### src/rtl/prog_clk_div.sv
// prog_clk_div: synchronous programmable clock divider.
//
// Divides CLK by a programmable ratio N (DIV, with 0 and 1 treated as 2).
// Produces a registered near-50%-duty divided clock CLK_OUT (high for
// ceil(N/2) cycles, low for the remainder) and a registered one-cycle TICK
// in the last CLK cycle of each output period. Downstream logic should use
// TICK as a clock enable on CLK rather than clocking on CLK_OUT.
//
// Ports:
//   CLK      in   system clock, rising edge
//   RST      in   asynchronous active-high reset
//   EN       in   run enable; low freezes the divider
//   LOAD     in   synchronous restart with immediate adoption of DIV
//   DIV      in   [WIDTH] requested divide ratio
//   CLK_OUT  out  divided clock (registered)
//   TICK     out  end-of-period strobe (registered)
//   CNT      out  [WIDTH] current phase count, 0..ratio-1
//
// state | meaning
// IDLE  | not started; ratio tracks DIV, outputs low
// RUN   | counting phases, ratio changes adopted only at the wrap
// HOLD  | EN low after running; count, ratio and CLK_OUT frozen, TICK low

module prog_clk_div #(
    parameter int WIDTH = 8
) (
    input  logic             CLK,
    input  logic             RST,
    input  logic             EN,
    input  logic             LOAD,
    input  logic [WIDTH-1:0] DIV,
    output logic             CLK_OUT,
    output logic             TICK,
    output logic [WIDTH-1:0] CNT
);

    localparam logic [WIDTH-1:0] ONE = WIDTH'(1);
    localparam logic [WIDTH-1:0] TWO = WIDTH'(2);

    typedef enum logic [1:0] {
        IDLE = 2'd0,
        RUN  = 2'd1,
        HOLD = 2'd2
    } state_t;

    state_t           state, state_nxt;
    logic [WIDTH-1:0] cnt, cnt_nxt;
    logic [WIDTH-1:0] div_r, div_nxt;
    logic [WIDTH-1:0] div_eff;
    logic             wrap;
    logic [WIDTH:0]   high_cnt;
    logic             clk_out_nxt;
    logic             tick_nxt;

    assign div_eff = (DIV < TWO) ? TWO : DIV;
    assign wrap    = (cnt == div_r - ONE);

    always_ff @(posedge CLK or posedge RST) begin
        if (RST) begin
            state   <= IDLE;
            cnt     <= '0;
            div_r   <= TWO;
            CLK_OUT <= 1'b0;
            TICK    <= 1'b0;
        end else begin
            state   <= state_nxt;
            cnt     <= cnt_nxt;
            div_r   <= div_nxt;
            CLK_OUT <= clk_out_nxt;
            TICK    <= tick_nxt;
        end
    end

    always_comb begin
        state_nxt = state;
        cnt_nxt   = cnt;
        div_nxt   = div_r;

        case (state)
            IDLE: begin
                div_nxt = div_eff;
                cnt_nxt = '0;
                if (EN) begin
                    state_nxt = RUN;
                end
            end
            RUN, HOLD: begin
                if (!EN) begin
                    state_nxt = HOLD;
                end else begin
                    // Returning from HOLD takes the next step immediately,
                    // so counting resumes at frozen cnt + 1.
                    state_nxt = RUN;
                    if (wrap) begin
                        cnt_nxt = '0;
                        div_nxt = div_eff;
                    end else begin
                        cnt_nxt = cnt + ONE;
                    end
                end
            end
            default: begin
                state_nxt = IDLE;
                cnt_nxt   = '0;
                div_nxt   = TWO;
            end
        endcase

        if (LOAD) begin
            cnt_nxt   = '0;
            div_nxt   = div_eff;
            state_nxt = EN ? RUN : IDLE;
        end
    end

    // Outputs are registered from the post-edge count and ratio. The extra
    // bit keeps (ratio+1)/2 exact at the maximum ratio.
    assign high_cnt    = ({1'b0, div_nxt} + (WIDTH+1)'(1)) >> 1;
    assign clk_out_nxt = (state_nxt != IDLE) && ({1'b0, cnt_nxt} < high_cnt);
    assign tick_nxt    = (state_nxt == RUN) && (cnt_nxt == div_nxt - ONE);

    assign CNT = cnt;

endmodule

### config.mk
export PLATFORM = sky130hd
export DESIGN_NAME = prog_clk_div
export DESIGN_NICKNAME = d
export VERILOG_FILES = /design/src/rtl/prog_clk_div.sv
export SDC_FILE = /design/constraint.sdc
export NUM_CORES = 1
export LEC_CHECK = 0
export CORE_MARGIN = 3
export CORE_UTILIZATION = 61
export CTS_CLUSTER_DIAMETER = 60
export DETAILED_ROUTE_END_ITERATION = 8
export PLACE_DENSITY_LB_ADDON = 0.2
export SLEW_MARGIN = 20
export SYNTH_ARGS = -nofsm -noshare
export SYNTH_HDL_FRONTEND = slang
export SYNTH_SLANG_ARGS = --single-unit
### constraint.sdc
create_clock -name CLK -period 11.4 [get_ports CLK]
set_clock_uncertainty 0.1 [all_clocks]
set_input_delay 1.71 -clock CLK [delete_from_list [all_inputs] [get_ports CLK]]
set_output_delay 1.71 -clock CLK [all_outputs]
set_load 0.03 [all_outputs]
* Word level (Yosys, flattened, before mapping)
Index checks and enable logic that the tools add are counted.
Storage, ports and cells: register bits after elaboration 20, output and inout port bits 10
Cells by class: add/subtract/negate cells 4, muxes and demuxes 14, $lt $le $gt $ge 2, eq/ne operators 5, reduce and logical (&&, ||, !) cells 5
Operators with widths (count):
- 8-bit 2-to-1 mux | 8
- 8-bit equality test | 2
- 8-bit case mux with 2 select lines | 1
- 8-bit by 1-bit subtractor with 8-bit output (second input constant) | 2
- 8-bit by 1-bit adder with 9-bit output (second input constant) | 1
- 8-bit by 1-bit adder with 8-bit output (second input constant) | 1
- 8-bit by 2-bit less-than comparator with 1-bit output (second input constant) | 1
- 8-bit less-than comparator | 1
- 2-bit 2-to-1 mux | 3
- 2-bit by 1-bit equality test with 1-bit output (second input constant) | 2
- 2-bit case mux with 2 select lines | 1
- 2-bit equality test (second input constant) | 1
- 1-bit logical AND | 2
- 2-bit logical NOT | 1
- 2-bit nonzero test | 1
- 2-bit OR reduction | 1
- 1-bit 2-to-1 mux | 1

* Logic depth before layout (Yosys ltp)
word-level depth 9, gate-level depth with buffers 19, depth with buffers taken out 17

* Worst setup path after synthesis
OpenSTA, ideal clock, no wires.
path type input-to-reg, from input port DIV[2], to register CLK_OUT, stages on the path 14, arrival 4.338 ns, path slack 6.897 ns, required time 11.235 ns, path through or3_1 -> or4_1 -> nor2b_1 -> nor3_1 -> a21oi_2 -> inv_2 -> ha_1 -> nand2_1 -> xor2_1 -> ha_1 -> a21o_1 -> a21o_1 -> a21oi_1 -> o221a_2
Between the ends: cells in the longest elaborated chain, start to end 9
Ends and longest elaborated chain:
- start: declaration | line 31 | input logic [WIDTH-1:0] DIV,
- 8-bit by 2-bit less-than comparator with 1-bit output (*) | line 55 | assign div_eff = (DIV < TWO) ? TWO : DIV;
- 8-bit 2-to-1 mux (*) | line 55
- 8-bit 2-to-1 mux | line 94 | if (wrap) begin
- 8-bit 2-to-1 mux | line 88 | if (!EN) begin
- 8-bit case mux with 2 select lines | line 79 | case (state)
- 8-bit 2-to-1 mux (*) | line 109 | if (LOAD) begin
- net div_nxt[1] | line 48 | logic [WIDTH-1:0] div_r, div_nxt;
- 8-bit by 1-bit adder with 9-bit output (*) | line 118 | assign high_cnt = ({1'b0, div_nxt} + (WIDTH+1)'(1)) >> 1;
- 8-bit less-than comparator (*) | line 119 | assign clk_out_nxt = (state_nxt != IDLE) && ({1'b0, cnt_nxt} < high_cnt);
- 1-bit logical AND (*) | line 119
- net clk_out_nxt | line 52 | logic clk_out_nxt;
- end signal: assignment | line 69 | CLK_OUT <= clk_out_nxt;
- end: declaration | line 32 | output logic CLK_OUT,
The timed path passes the listed nets; every way through them passes the cells marked *.

* Worst setup path after layout
Ends and elaborated chain as after synthesis.

==> flow_metrics.py <==
metrics = {
    "outcome": {
        "outcome": "completed",
    },
    "timing": {
        "setup_viol": 0,
        "hold_viol_final": 0,
        "tns_ps": 0,
        "rsz0062_at_grt": "false",
        "worst_pin_slew_ps": 813,
        "fin_ws_ps": 6490,
        "max_freq_mhz": 204,
        "final.hold.worst_slack_ps": 585,
        "period_share": 0.431,
        "worst_slew_margin_rel": 0.457,
        "timing.final.crit_period_ps": 4910,
        "timing_max_transition_violations_final": 0,
    },
    "layout": {
        "finalCoreUtilization": 0.770,
        "area_delta_synth_final_pct": 13.8,
        "area.sequential_sq_um": 502,
        "fin_area_sq_um": 2230,
        "multi_input_comb_area_sq_um": 1370,
        "fillers": 229,
        "drive_above_1_share": 0.0921,
        "nets": 265,
        "final_cells": 281,
        "diodes": 0,
    },
    "clock_network": {
        "clock_tree_from_tritoncts": "done",
        "worst_skew_pair.late_latency_ps": 320,
        "cts_post_setup_buffers_inserted": 0,
        "cts.clk_slew.worst_paths_ps": 120,
        "cts.repair.resized": 0,
        "cts_sinks": 20,
        "cts_root_cell": "sky130_fd_sc_hd__clkbuf_4",
        "cts-buffers-inserted": 3,
        "ctsHoldBuffers": 0,
        "cts_htree_levels": 1,
        "cts-root-to-sink-buffers": 2,
    },
    "global_routing": {
        "maximum_number_of_pins_on_one_net_before_global_route_repair": 21,
        "grt_overflow": 0,
        "global_route_wire_length_before_repair_mm": 8.70,
        "via_count_of_the_first_global_routing_pass": 1814,
        "antenna_found_initial": 0,
        "gr-usage-all-layers": 0.275,
    },
    "worst_setup_path": {
        "cp_data_required_time_ps": 11550,
        "cp-end-kind": "flop",
        "r2r_cells": 17,
        "critical_path.max_fanout": 6,
        "worst_r2r_startpoint": "div_r[1]",
        "r2r_slack_ps": 6900,
        "cp-startpoint": "DIV[2]",
        "critical_path.startpoint_type": "primary input",
        "crit_end": "CLK_OUT",
        "critical_path_class": "primary input to flop",
        "timing.rr.end": "CLK_OUT",
        "arrival_ps": 5060,
    },
    "power_and_ir_drop": {
        "ir_drop_v": 0.000129,
        "cellLeakagePower_nw": 0.964,
        "netSwitchingFraction": 0.425,
        "p_switching_mw": 0.147,
        "power.share.sequential": 0.298,
        "cellInternalPower_mw": 0.198,
        "power.total_mw": 0.345,
        "power.clock.fraction": 0.177,
        "power.density_nw_per_um2": 154,
        "combinational_cell_fraction_of_total_power": 0.525,
    },
    "die": {
        "chipHeight_microns": 62.7,
        "placement_rows": 19,
        "core_sq_um": 2900,
        "die_w_microns": 62.7,
        "design.portCount": 22,
        "initial_core_util": 0.677,
        "design.die.area_sq_um": 3940,
    },
    "drt": {
        "dr.pass1.iters": 4,
        "met2RoutedLength_mm": 2.49,
        "routed-via-count": 1816,
        "maxUsedRoutingLayer": "met4",
        "drt_iter0_drc": 154,
        "drc_errors": 0,
        "wl_met3_microns": 401,
        "met1Wirelength_mm": 2.03,
        "drt.antenna.violating_nets": 0,
        "wl_mm": 5.09,
        "mean_routed_wirelength_per_cell_microns": 18.1,
        "routed_via_density": 6.46,
    },
    "yosys": {
        "number_of_enable_type_register_cells_in_the_synthesized_netlist": 0,
        "synth_warnings": 0,
        "synth.ff_latch_count": 20,
        "synth.net_count": 248,
        "ys_seq_area_frac": 0.256,
        "async_reset_ff_frac": 1.00,
        "synthesized_netlist_cell_count": 223,
        "postSynth.topFlopCell": "sky130_fd_sc_hd__dfrtp_1",
        "post_synth_design_cell_area_sq_um": 1960,
        "synth_cell_type_count": 57,
        "post_synth.cell_area_avg_sq_um": 8.80,
    },
    "placement": {
        "gp_routability_congestion": 0.925,
        "placement.cell_area_sq_um": 2180,
        "post-dp-hpwl_mm": 3.99,
        "dp_cells": 277,
        "port_buffers": 21,
        "placement.setup.worst_slack_ps": 6170,
    },
    "job": {
        "maxCapViolCount": 0,
    },
    "worst_hold_path": {
        "class_of_the_worst_hold_path": "flop to flop",
    },
}
[sequential cells by signal (all words and copies together) (netlist names)]
register and flops:
CLK_OUT 1, CNT 8, TICK 1, div_r 8
state 2
[Yosys cell counts, types with 3 or more instances]
| master | count | area [sq um] |
|---|---|---|
| sky130_fd_sc_hd__a21o_1 | 5 | 37.5 |
| sky130_fd_sc_hd__a21oi_1 | 9 | 45.0 |
| sky130_fd_sc_hd__a22o_1 | 6 | 52.6 |
| sky130_fd_sc_hd__and3_1 | 6 | 37.5 |
| sky130_fd_sc_hd__clkbuf_1 | 6 | 22.5 |
| sky130_fd_sc_hd__dfrtp_1 | 19 | 475 |
| sky130_fd_sc_hd__ha_1 | 13 | 163 |
| sky130_fd_sc_hd__inv_1 | 12 | 45.0 |
| sky130_fd_sc_hd__nand2_1 | 13 | 48.8 |
| sky130_fd_sc_hd__nand2b_1 | 3 | 18.8 |
| sky130_fd_sc_hd__nand3_1 | 4 | 20.0 |
| sky130_fd_sc_hd__nand4_1 | 7 | 43.8 |
| sky130_fd_sc_hd__nor2_1 | 19 | 71.3 |
| sky130_fd_sc_hd__nor2b_1 | 4 | 25.0 |
| sky130_fd_sc_hd__nor3_1 | 7 | 35.0 |
| sky130_fd_sc_hd__nor4_1 | 4 | 25.0 |
| sky130_fd_sc_hd__o21a_1 | 3 | 22.5 |
| sky130_fd_sc_hd__o21ai_0 | 7 | 35.0 |
| sky130_fd_sc_hd__or2_2 | 4 | 25.0 |
| sky130_fd_sc_hd__xnor2_1 | 16 | 140 |
| sky130_fd_sc_hd__xor2_1 | 13 | 114 |
[critical path, stage by stage]
cell and delay [ps]:
sky130_fd_sc_hd__clkdlybuf4s50_1 470, sky130_fd_sc_hd__or3_1 410, sky130_fd_sc_hd__or4_1 460, sky130_fd_sc_hd__nor2b_1 170, sky130_fd_sc_hd__nor3_1 200, sky130_fd_sc_hd__a21oi_2 80
sky130_fd_sc_hd__inv_2 100, sky130_fd_sc_hd__ha_1 230, sky130_fd_sc_hd__nand2_1 90, sky130_fd_sc_hd__xor2_1 150, sky130_fd_sc_hd__ha_1 300, sky130_fd_sc_hd__a21o_1 180
sky130_fd_sc_hd__a21o_1 170, sky130_fd_sc_hd__a21oi_1 140, sky130_fd_sc_hd__o221a_2 180
[power groups by stage]
stage	clock network, mW	logic [mW]	registers (mW)
2_1_floorplan	0	0.141	0.100
3_3_place_gp	0	0.173	0.102
3_5_place_dp	0	0.179	0.103
4_1_cts	0.0610	0.180	0.102
5_1_grt	0.0647	0.200	0.104
6_report	0.0610	0.181	0.103
[worst min-delay path by stage]
stage	start	to	slack, ps	cells past startpoint
3_3_place_gp	state[1]	state[1]	540	2
3_5_place_dp	state[1]	state[1]	560	2
5_1_grt	state[1]	state[1]	650	2
4_1_cts	state[1]	state[1]	580	2
6_report	state[1]	state[1]	590	2
2_1_floorplan	state[1]	state[1]	500	2
[final cells by class]
type,instances,area share
clock buffers,3,0.0101
clock inverters,1,0.0134
inverters,13,0.0218
multi-input cells,181,0.613
flip-flops and latches,20,0.225
well taps,42,0.0235
repair buffers,21,0.0941
[per-layer routing]
metal  up-vias  track usage
li1        843            -
met1       863        0.343
met2        94        0.473
met3        16       0.0342
met4         0        0.127
met5         -            0
[cells by family (layout without fill, tap and decap cells)]
kind of cell               after synthesis  count (layout)  share of synthesized area
xor gates and xnor gates                31              31                      0.153
AOI/OAI and AO/OA                       51              51                      0.213
adders and majority gates               13              13                     0.0829
buffers and inverters                   22              38                     0.0472
muxes                                    1               1                    0.00510
and+or+nand+nor                         85              85                      0.243
DFF                                     20              20                      0.256
[cell usage in the layout (no fill, tap or decap), types with 2 or more instances in the layout]
master / netlist / layout
sky130_fd_sc_hd__a21o_1: 5 / 5
sky130_fd_sc_hd__nand3_1: 4 / 4
sky130_fd_sc_hd__xor2_1: 13 / 13
sky130_fd_sc_hd__o21a_1: 3 / 3
sky130_fd_sc_hd__xnor2_1: 16 / 16
sky130_fd_sc_hd__a21oi_1: 9 / 9
sky130_fd_sc_hd__or2_2: 4 / 4
sky130_fd_sc_hd__or3_1: 2 / 2
sky130_fd_sc_hd__nor4_1: 4 / 4
sky130_fd_sc_hd__nand2b_1: 3 / 3
sky130_fd_sc_hd__nand2_1: 13 / 13
sky130_fd_sc_hd__a211o_1: 2 / 2
sky130_fd_sc_hd__nor2b_1: 4 / 4
sky130_fd_sc_hd__dfrtp_1: 19 / 19
sky130_fd_sc_hd__ha_1: 13 / 13
sky130_fd_sc_hd__inv_1: 12 / 12
sky130_fd_sc_hd__o21ai_0: 7 / 7
sky130_fd_sc_hd__clkbuf_4: 0 / 3
sky130_fd_sc_hd__nor2_1: 19 / 19
sky130_fd_sc_hd__o2111ai_1: 2 / 2
sky130_fd_sc_hd__nor3_1: 7 / 7
sky130_fd_sc_hd__a2bb2oi_1: 2 / 2
sky130_fd_sc_hd__clkdlybuf4s50_1: 0 / 21
sky130_fd_sc_hd__a22o_1: 6 / 6
sky130_fd_sc_hd__and3_1: 6 / 6
sky130_fd_sc_hd__o211ai_1: 2 / 2
sky130_fd_sc_hd__nand4_1: 7 / 7
sky130_fd_sc_hd__and4_1: 2 / 2
No activity file was read; power rests on OpenSTA's default activity.
